**src/rtl/axi_rd_burst_sched.sv**
```systemverilog
// axi_rd_burst_sched: splits a copy command into 4KB-safe AXI4 INCR read bursts and forwards beats downstream
module axi_rd_burst_sched #(
  parameter int ADDR_WD   = 32,
  parameter int DATA_WD   = 32,
  parameter int LEN_WD    = 16,
  parameter int MAX_BURST = 16
) (
  input  logic               clk,
  input  logic               rst,
  input  logic               cmd_valid,
  output logic               cmd_ready,
  input  logic [ADDR_WD-1:0] cmd_addr,
  input  logic [LEN_WD-1:0]  cmd_words,
  output logic               M_AXI_ARVALID,
  output logic [ADDR_WD-1:0] M_AXI_ARADDR,
  output logic [7:0]         M_AXI_ARLEN,
  output logic [2:0]         M_AXI_ARSIZE,
  output logic [1:0]         M_AXI_ARBURST,
  input  logic               M_AXI_ARREADY,
  input  logic               M_AXI_RVALID,
  input  logic [DATA_WD-1:0] M_AXI_RDATA,
  input  logic [1:0]         M_AXI_RRESP,
  input  logic               M_AXI_RLAST,
  output logic               M_AXI_RREADY,
  output logic               out_valid,
  output logic [DATA_WD-1:0] out_data,
  output logic               out_last,
  input  logic               out_ready,
  output logic               done,
  output logic               err
);
  localparam int BYTES = DATA_WD / 8;
  localparam int AW = $clog2(BYTES);
  localparam logic [1:0] IDLE = 2'd0;
  localparam logic [1:0] ADDR = 2'd1;
  localparam logic [1:0] DATA = 2'd2;
  localparam logic [1:0] DONE = 2'd3;
  logic [1:0]         state;
  logic [ADDR_WD-1:0] cur_addr;
  logic [LEN_WD-1:0]  remaining;
  logic [8:0]         beats, beat_cnt, beats_c;
  logic [12:0]        room, lim;
  logic               r_hs, last_beat;
  // beats left before the next 4KB page, then capped by MAX_BURST and the words still owed
  assign room      = (13'h1000 - {1'b0, cur_addr[11:0]}) >> AW;
  assign lim       = 13'(MAX_BURST) < room ? 13'(MAX_BURST) : room;
  assign beats_c   = 32'(lim) < 32'(remaining) ? 9'(lim) : 9'(remaining);
  assign last_beat = beat_cnt == beats - 9'd1;
  assign r_hs      = M_AXI_RVALID && M_AXI_RREADY;
  assign cmd_ready     = state == IDLE;
  assign done          = state == DONE;
  assign M_AXI_ARVALID = state == ADDR;
  assign M_AXI_ARADDR  = cur_addr;
  assign M_AXI_ARLEN   = state == ADDR ? 8'(beats_c - 9'd1) : 8'd0;
  assign M_AXI_ARSIZE  = 3'(AW);
  assign M_AXI_ARBURST = 2'b01;
  assign M_AXI_RREADY  = state == DATA && out_ready;
  assign out_valid     = state == DATA && M_AXI_RVALID;
  assign out_data      = M_AXI_RDATA;
  assign out_last      = out_valid && remaining == LEN_WD'(beats) && last_beat;
  always_ff @(posedge clk) begin
    if (rst) begin
      state     <= IDLE;
      cur_addr  <= '0;
      remaining <= '0;
      beats     <= '0;
      beat_cnt  <= '0;
      err       <= 1'b0;
    end else begin
      case (state)
        IDLE: if (cmd_valid) begin
          cur_addr  <= cmd_addr & ~ADDR_WD'(BYTES - 1);
          remaining <= cmd_words;
          err       <= 1'b0;
          state     <= cmd_words == '0 ? DONE : ADDR;
        end
        ADDR: if (M_AXI_ARREADY) begin
          beats    <= beats_c;
          beat_cnt <= '0;
          state    <= DATA;
        end
        DATA: if (r_hs) begin
          if (M_AXI_RRESP != 2'b00 || M_AXI_RLAST != last_beat) err <= 1'b1;
          if (last_beat) begin
            cur_addr  <= cur_addr + (ADDR_WD'(beats) << AW);
            remaining <= remaining - LEN_WD'(beats);
            state     <= remaining == LEN_WD'(beats) ? DONE : ADDR;
          end else begin
            beat_cnt <= beat_cnt + 9'd1;
          end
        end
        default: state <= IDLE;
      endcase
    end
  end
endmodule

```
**config.mk**
```make
export PLATFORM = sky130hd
export DESIGN_NAME = axi_rd_burst_sched
export DESIGN_NICKNAME = d
export VERILOG_FILES = /design/src/rtl/axi_rd_burst_sched.sv
export SDC_FILE = /design/constraint.sdc
export NUM_CORES = 1
export LEC_CHECK = 0
export BUFFER_PORTS_ARGS = -buffer_cell sky130_fd_sc_hd__buf_2
export CAP_MARGIN = 20
export CORE_MARGIN = 4
export CORE_UTILIZATION = 35
export CTS_CLUSTER_SIZE = 28
export DETAILED_ROUTE_END_ITERATION = 8
export PLACE_DENSITY = 0.57
export SETUP_SLACK_MARGIN = 0.15
export SKIP_CTS_REPAIR_TIMING = 1
export SLEW_MARGIN = 0
export SYNTH_ARGS = -nofsm -noshare
export SYNTH_HDL_FRONTEND = slang
export SYNTH_SLANG_ARGS = --single-unit
```
**constraint.sdc**
```tcl
create_clock -name clk -period 14.85 [get_ports clk]
set_input_delay 2.97 -clock clk [delete_from_list [all_inputs] [get_ports clk]]
set_output_delay 2.97 -clock clk [all_outputs]
set_load 0.01 [all_outputs]
```
== Word level (Yosys, flattened, before mapping) ==
Cells that the tools add are included.

* Div/mod/pow operators: 0
* Reductions and logical operators: 16
* Bitwise operators: 0
* Multiply operators: 0
* Shift-type cells: 0
* Mux-type cells: 26
* $add $sub $neg: 6
* Equality and inequality tests: 12
* Order comparisons: 2

{| class="wikitable"
|+ Operators by type and width
! cell !! count
|-
| $mux 32 || 3
|-
| $pmux 32 s2 || 1
|-
| $mux 16 || 3
|-
| $mux 9 || 4
|-
| $add 32x11->32 || 1
|-
| $pmux 16 s2 || 1
|-
| $pmux 9 s2 || 1
|-
| $eq 16x9->1 || 1
|-
| $logic_not 16->1 || 1
|-
| $lt 11x16->1 || 1
|-
| $reduce_and 4->1 || 4
|-
| $sub 16x9->16 || 1
|-
| $sub 13x12->13 const A || 1
|-
| $mux 2 || 6
|-
| $lt 5x11->1 const A || 1
|-
| $mux 11 || 1
|-
| $add 9x1->9 const B || 1
|-
| $eq 9x9->1 || 1
|-
| $sub 9x1->9 const B || 1
|-
| $mux 8 || 1
|-
| $ne 2x2->1 const B || 4
|-
| $sub 8x1->8 const B || 1
|-
| $pmux 2 s3 || 1
|-
| $reduce_bool 2->1 || 3
|-
| other kinds (10) || 18
|}

* Memory bits (writable): 0
* Flip-flop bits (word level): 69
* Output and inout bits: 84
* Memories: 0
* ROM bits: 0
* Bits in latches: 0

== Logic depth before layout (Yosys ltp) ==
Gate-level depths: netlist (run 1).

* Word-level depth: 7
* Depth in mapped cells: 22

== Least setup slack after synthesis (run 1) ==
No wires, ideal clock.

* Path type: register -> output
* Start point: register cur_addr[2] (netlist: M_AXI_ARADDR[2])
* End point: output port M_AXI_ARLEN[4]
* Stages on the path, launching flop included: 23
* Buffers on the path: 2
* Data required time: 11.880 ns
* Setup slack: 7.780 ns
* Arrival time: 4.100 ns
* Path through: dfxtp_1 > buf_2 > inv_1 > ha_1 > or4b_1 > nor3_1 > o21ai_0 > a222oi_1 > inv_1 > ha_1 > a21oi_1 > o21ai_0 > a21oi_1 > o22ai_1 > o2bb2ai_4 > buf_6 > nor2_1 > a21oi_1 > ha_1 > nand3_1 > mux2i_1 > xnor2_1 > nor2_1

* Longest elaborated chain between the ends: 7

{| class="wikitable"
|+ RTL lines
! item !! line !! text
|-
| start, declared || 39 || <nowiki>logic [ADDR_WD-1:0] cur_addr;</nowiki>
|-
| start signal, assigned || 72 || <nowiki>cur_addr <= cmd_addr & ~ADDR_WD'(BYTES - 1);</nowiki>
|-
| start signal, assigned || 85 || <nowiki>cur_addr <= cur_addr + (ADDR_WD'(beats) << AW);</nowiki>
|-
| $sub 13x12->13 * || 45 || <nowiki>assign room = (13'h1000 - {1'b0, cur_addr[11:0]}) >> AW;</nowiki>
|-
| $lt 5x11->1 || 46 || <nowiki>assign lim = 13'(MAX_BURST) < room ? 13'(MAX_BURST) : room;</nowiki>
|-
| $mux 11 * || 46 ||
|-
| $lt 11x16->1 || 47 || <nowiki>assign beats_c = 32'(lim) < 32'(remaining) ? 9'(lim) : 9'(remaining);</nowiki>
|-
| $mux 9 * || 47 ||
|-
| $sub 8x1->8 * || 54 || <nowiki>assign M_AXI_ARLEN = state == ADDR ? 8'(beats_c - 9'd1) : 8'd0;</nowiki>
|-
| $mux 8 * || 54 ||
|-
| end, declared || 16 || <nowiki>output logic [7:0] M_AXI_ARLEN,</nowiki>
|}

Mark *: on every way between the ends. The rest lies on a longest branch, timed or not.

== Worst setup path after layout (run 1) ==
* Start point: register cur_addr[3] (netlist: M_AXI_ARADDR[3])
* End point: output port M_AXI_ARLEN[4]

Same word-level chain as after synthesis.

==> flow_metrics.env, run 1 <==
export IMPL_cp_data_arrival_time_ps=5490
export IMPL_max_freq_mhz=118.3
export IMPL_rr_startpoint="M_AXI_ARADDR[3]"
export IMPL_critPathLaunch="M_AXI_ARADDR[3]"
export IMPL_die_height_um=135.7
export IMPL_endpoint_kind="primary output"
export IMPL_cts_tree="built"
export IMPL_routed_via_count=5602
export IMPL_cp_depth=21
export IMPL_async_flop_share=0
export IMPL_cts_buffers=9
export IMPL_start_kind="flip-flop"
export IMPL_vdd_drop_max_mv=0.04117
export IMPL_ys_warn_count=0
export IMPL_drtIter0Drc=291
export IMPL_dp_final_hpwl_um=12790
export IMPL_grt_pass1_vias=5237
export IMPL_clk_pin_slew_ps=60
export IMPL_crit_end="M_AXI_ARLEN[4]"
export IMPL_required_ps=11880
export IMPL_rows=46
export IMPL_gr_total_overflow=0
export IMPL_syn_inst=770
export IMPL_grt_use_total=0.1898
export IMPL_hold_viol_final=0
export IMPL_grt_max_degree=70
export IMPL_wl_per_cell_um=16.80
export IMPL_grt_pass1_wl_um=28000
export IMPL_fin_tns_setup_ps=0
export IMPL_clock_latency_ps=340
export IMPL_final_setup_skew_ps=7.188
export IMPL_h_tree_depth=3
export IMPL_fp_coreArea_um2=15940
export IMPL_gp_congestion=0.8425
export IMPL_cp_num_buf_inv=3
export IMPL_synth_yosys_seq_area_share=0.2350
export IMPL_worst_slew_pin_slew_ps=867.9
export IMPL_syn_cell_area_um2=5708
export IMPL_cts_sinks=67
export IMPL_start_util=0.3580
export IMPL_ys_seq_elements=67
export IMPL_cpPeakStageDelay_ps=800
export IMPL_layout_drive_gt1_share=0.1614
export IMPL_rr_worst_depth=16
export IMPL_relSlewSlack=0.4214
export IMPL_antenna_found_initial=1
export IMPL_setup_viol=0
export IMPL_route_detailed_drc=0
export IMPL_drt_pass1_iter_count=5
export IMPL_cp_max_fo=23
export IMPL_period_share=0.5695
export IMPL_fillers=1713
export IMPL_root_buffer="clkbuf_16"
export IMPL_crit_top_cell="ha_1"
export IMPL_nets=934
export IMPL_reg2reg_slack_ps=10290
export IMPL_synth_edff_count=0
export IMPL_ys_types=77
export IMPL_final_core_util=0.3995
export IMPL_io_pins=173
export IMPL_rsz0062_at_grt="false"
export IMPL_routed_via_density=5.413
export IMPL_r2r_end="beats[4]"
export IMPL_path_cells="inv_1 -> ha_1 -> or4b_1 -> nor3_1 -> o21ai_0 -> a222oi_1 -> inv_1 -> ha_1 -> a21oi_1 -> o21ai_0 -> a21oi_1 -> o22ai_1 -> o2bb2ai_4 -> nor2_1 -> a21oi_2 -> ha_1 -> nand3_1 -> mux2i_1 -> xnor2_1 -> nor2_1 -> buf_2"
export IMPL_die_area_um2=18420
export IMPL_io_buffer_count=99
export IMPL_wirelength_um=17390
export IMPL_p_leak_nw=2.575
export IMPL_hp_class="flip-flop to flip-flop"
export IMPL_area_growth_pct=11.60
export IMPL_crit_type="flip-flop to primary output"
export IMPL_cts_buffer_depth=2
export IMPL_slowest_stage="a222oi_1"
export IMPL_period_needed_ps=8457
export IMPL_die_x_um=135.7
export IMPL_synth_main_ff_cell="dfxtp_1"
export IMPL_slew_violations=0
export IMPL_maxCapViolations=0
export IMPL_p_per_area_nw_per_um2=95.71
export IMPL_drtAntennaViolNets=0
export IMPL_avgSynthCellArea_um2=7.413
export IMPL_crit_family="compound AO/OA/AOI/OAI gates"
export IMPL_status="finished, final reports clean"
==> cell families (layout without fill, tap and decap cells) <==
family	Yosys count	in the layout	share of synthesized area
muxes	14	14	0.02477
xor gates and xnor gates	23	23	0.03529
buffers and inverters	118	155	0.1105
and+or+nand+nor	304	304	0.2674
DFF	67	67	0.2350
AOI/OAI and AO/OA	208	208	0.2495
adders and majority gates	34	34	0.07628
other	2	14	0.001316
==> how the worst min path moves through the flow <==
stage / startpoint / end / slack [ps] / depth (start not counted)
finish: remaining[14] / remaining[14] / 470 / 2
global placement: remaining[14] / remaining[14] / 460 / 2
floorplan: remaining[11] / remaining[11] / 450 / 2
CTS: remaining[14] / remaining[14] / 470 / 2
global route: remaining[14] / remaining[14] / 500 / 2
detailed placement: remaining[14] / remaining[14] / 460 / 2
==> sequential cells by signal, indices dropped and copies added (netlist names) <==
signal        flops
remaining        16
beats             9
state             2
M_AXI_ARADDR     30
err               1
beat_cnt          9
==> synthesized netlist by cell type (all sizes together), types with 3 or more instances <==
| master | count | area, um2 |
|---|---|---|
| nor3 | 26 | 146.4 |
| o211ai | 5 | 37.54 |
| o21a | 4 | 30.03 |
| nand4b | 3 | 26.28 |
| nand2b | 10 | 62.56 |
| nor2b | 7 | 43.79 |
| xnor2 | 15 | 131.4 |
| o31ai | 5 | 37.54 |
| buf | 54 | 390.4 |
| and3 | 9 | 56.30 |
| a31oi | 6 | 37.54 |
| a311oi | 12 | 105.1 |
| a21o | 8 | 60.06 |
| nor4 | 12 | 90.09 |
| nand2 | 77 | 289.0 |
| or3 | 10 | 62.56 |
| mux2i | 13 | 130.1 |
| or4 | 3 | 26.27 |
| o31a | 6 | 52.55 |
| clkbuf | 29 | 108.9 |
| inv | 35 | 131.4 |
| nand4 | 11 | 68.82 |
| or2 | 3 | 18.77 |
| and2 | 12 | 75.07 |
| dfxtp | 67 | 1341 |
| xor2 | 8 | 70.07 |
| and4 | 4 | 35.03 |
| o22ai | 3 | 18.77 |
| ha | 30 | 375.4 |
| o21ai | 38 | 190.2 |
| nand3 | 28 | 140.1 |
| nor2 | 81 | 306.6 |
| o32ai | 4 | 35.03 |
| a211oi | 38 | 285.3 |
| a21oi | 52 | 267.8 |
| o21bai | 5 | 37.54 |
==> cell usage in the layout (no fill, tap or decap), drive strengths merged, types with 26 or more instances in the layout <==
master  synthesis  layout
a211oi         38      38
buf            54     104
nand2          77      77
ha             30      30
nand3          28      28
inv            35      35
nor2           81      81
dfxtp          67      67
nor3           26      26
o21ai          38      38
a21oi          52      52
==> tightest hold or removal path, stage by stage, from the launching register on <==
cell and delay [ps]:
dfxtp_1 300, o21ai_0 60, a21oi_1 60
==> layout make-up <==
| type | count | area, um2 | area share |
|---|---|---|---|
| repair buffers | 104 | 553.0 | 0.08682 |
| clock inverters | 2 | 35.03 | 0.005500 |
| multi-input cells | 596 | 3782 | 0.5938 |
| clock buffers | 14 | 254.0 | 0.03987 |
| flip-flops and latches | 67 | 1341 | 0.2106 |
| inverters | 35 | 131.4 | 0.02062 |
| diodes | 1 | 2.502 | 0.0003929 |
| well taps | 216 | 270.3 | 0.04243 |
==> power breakdown <==
part	internal [W]	switching (W)	leakage, nW	total (W)
logic	0.0000733	0.000105	1.88	0.000179
clock network	0.000135	0.0000816	0.141	0.000216
registers	0.000193	0.0000212	0.550	0.000215
==> through the flow <==
| stage | area (um2) | hold WS, ps | total power (W) | std cells | worst slack, ps |
|---|---|---|---|---|---|
| after floorplan | 5749 | 445.0 | 0.0003553 | 781 | 7780 |
| after global placement | 6051 | 463.8 | 0.0003943 | 1017 | 6813 |
| after detailed placement | 6051 | 463.2 | 0.0003953 | 1017 | 6778 |
| after CTS | 6340 | 471.8 | 0.0006120 | 1033 | 6387 |
| after global routing | 6367 | 497.8 | 0.0006455 | 1034 | 5810 |
| final | 6370 | 467.4 | 0.0006096 | 1035 | 6393 |
==> per-layer routing <==
layer  vias to the layer above  routed length, um  track usage  share of wire
met4                         0                362      0.07055          0.021
li1                       2849                  -            -              -
met1                      2570               8295       0.2620           0.48
met5                         -                  0            0              0
met3                        27                881      0.03529          0.051
met2                       156               7849       0.2945           0.45
(Power assumes the default switching activity.)
==> inputs of run 2 (changes only) <==
Clock period 14.85 ns to 8.7 ns, I/O delays scaled along.
==> run 2 against run 1 <==
Critical path depth did not move. Sequential cell count unchanged. Combinational power grew 70%. Clock power up 81%. Cell count is 0.19% lower. Count of clock-buffer cells in the layout did not move. First-iteration DRC count rose by 16%. Sequential share of layout area shrank 0.074 points. Worst hold slack improved by 13 ps. Non-clock buffer count unchanged.
==> flow_metrics.env, run 2 (synthesis gave the netlist of run 1 again) <==
export IMPL_nets=934
export IMPL_dp_final_hpwl_um=12750
export IMPL_grt_max_degree=70
export IMPL_rr_worst_depth=15
export IMPL_drtIter0Drc=339
export IMPL_drt_pass1_iter_count=5
export IMPL_hp_class="flip-flop to flip-flop"
export IMPL_p_leak_nw=2.589
export IMPL_period_needed_ps=7046
export IMPL_crit_type="flip-flop to primary output"
export IMPL_antenna_found_initial=0
export IMPL_gr_usage_met3=0.03418
export IMPL_setup_ws_ps=1654
export IMPL_layout_drive_gt1_share=0.1640
export IMPL_slew_violations=0
export IMPL_die_area_um2=18420
export IMPL_status="finished, final reports clean"
export IMPL_cts_sinks=67
export IMPL_fin_tns_setup_ps=0
export IMPL_final_setup_skew_ps=10.47
export IMPL_route_detailed_drc=0
export IMPL_required_ps=6960
export IMPL_rows=46
export IMPL_grtUsageMet1=0.2542
export IMPL_die_height_um=135.7
export IMPL_start_util=0.3580
export IMPL_start_kind="flip-flop"
export IMPL_root_buffer="clkbuf_16"
export IMPL_wirelength_um=17370
export IMPL_layout_common_cells="buf_2 (99), nor2_1 (80), nand2_1 (77), dfxtp_1 (67), a21oi_1 (50)"
export IMPL_largest_reg_flops=30
export IMPL_endpoint_kind="primary output"
export IMPL_met2_usage=0.2998
export IMPL_cts_tree="built"
export IMPL_maxCapViolations=0
export IMPL_whs_path_depth=2
export IMPL_hold_viol_final=0
export IMPL_p_per_area_nw_per_um2=165.7
export IMPL_period_share=0.8099
export IMPL_gr_total_overflow=0
export IMPL_rsz0062_at_grt="false"
export IMPL_vdd_drop_max_mv=0.08689
export IMPL_max_freq_mhz=141.9
export IMPL_cp_data_arrival_time_ps=5310
export IMPL_routed_via_count=5635
export IMPL_die_x_um=135.7
export IMPL_clk_pin_slew_ps=60
export IMPL_wl_per_cell_um=16.82
export IMPL_clock_latency_ps=340
export IMPL_setup_viol=0
export IMPL_pre_cts_slack_ps=1954
export IMPL_cts_buffers=9
export IMPL_grt_pass1_vias=5283
export IMPL_grt_use_total=0.1900
export IMPL_top_usage_layer="met2"
export IMPL_h_tree_depth=3
export IMPL_worst_slew_pin_slew_ps=815.9
export IMPL_relSlewSlack=0.4560
export IMPL_area_growth_pct=11.99
export IMPL_n_antenna_cell=0
export IMPL_cp_max_fo=23
export IMPL_routed_via_density=5.455
export IMPL_io_buffer_count=99
export IMPL_io_pins=173
export IMPL_cts_buffer_depth=2
export IMPL_grt_pass1_wl_um=27940
export IMPL_gp_congestion=0.8294
export IMPL_mostFrequentLayoutCell="buf_2"
export IMPL_fp_coreArea_um2=15940
export IMPL_drtAntennaViolNets=0
==> run 2: cell type report <==
type | instances | area (um2)
Clock buffer | 14 | 284.0
Clock inverter | 1 | 30.03
Fill cell | 1672 | 9550
Inverter | 35 | 131.4
Multi-Input combinational cell | 596 | 3782
Sequential cell | 67 | 1341
Tap cell | 216 | 270.3
Timing Repair Buffer | 104 | 553.0
==> run 2: path summary, 6_finish.rpt <==
check / slack, ps / endpoint / startpoint
worst max-delay path: 1650 / M_AXI_ARLEN[4] / M_AXI_ARADDR[3]
worst min-delay path: 480 / remaining[14] / remaining[14]
worst max register to register: 4300 / beats[2] / M_AXI_ARADDR[3]
worst min register to register: 480 / remaining[14] / remaining[14]
==> run 2: per-stage QoR <==
stage / std cells / hold WS, ps / area, um2 / power [W] / utilization
3_3_place_gp: 1017 / 462.6 / 6051 / 0.0006722 / 0.3795
3_5_place_dp: 1017 / 472.1 / 6051 / 0.0006734 / 0.3795
5_1_grt: 1033 / 504.7 / 6392 / 0.001117 / 0.4010
6_report: 1033 / 480.0 / 6392 / 0.001059 / 0.4010
2_1_floorplan: 781 / 445.0 / 5749 / 0.0006064 / -
4_1_cts: 1032 / 481.5 / 6365 / 0.001064 / 0.3992
==> run 2: layer usage <==
layer / part of all wire / up-vias
li1: - / 2848
met1: 0.47 / 2570
met2: 0.45 / 188
met3: 0.053 / 29
met4: 0.027 / 0
met5: 0 / -
==> run 2: critical path, cell delays in order, from the launching register on <==
cell,delay [ps]
dfxtp_1,380
inv_1,140
ha_1,300
or4b_1,550
nor3_1,140
o21ai_0,120
a222oi_1,720
inv_1,110
ha_1,330
a21oi_1,60
o21ai_0,160
a21oi_1,100
o22ai_1,220
o2bb2ai_4,330
nor2_1,120
a21oi_2,280
ha_1,300
nand3_1,90
mux2i_1,170
xnor2_1,130
nor2_1,50
buf_2,150
==> run 2: power breakdown <==
group          internal (W)  total (W)  switching (W)
registers          0.000330   0.000366      0.0000356
clock network      0.000252   0.000390       0.000138
logic              0.000125   0.000304       0.000179
total              0.000707    0.00106       0.000352
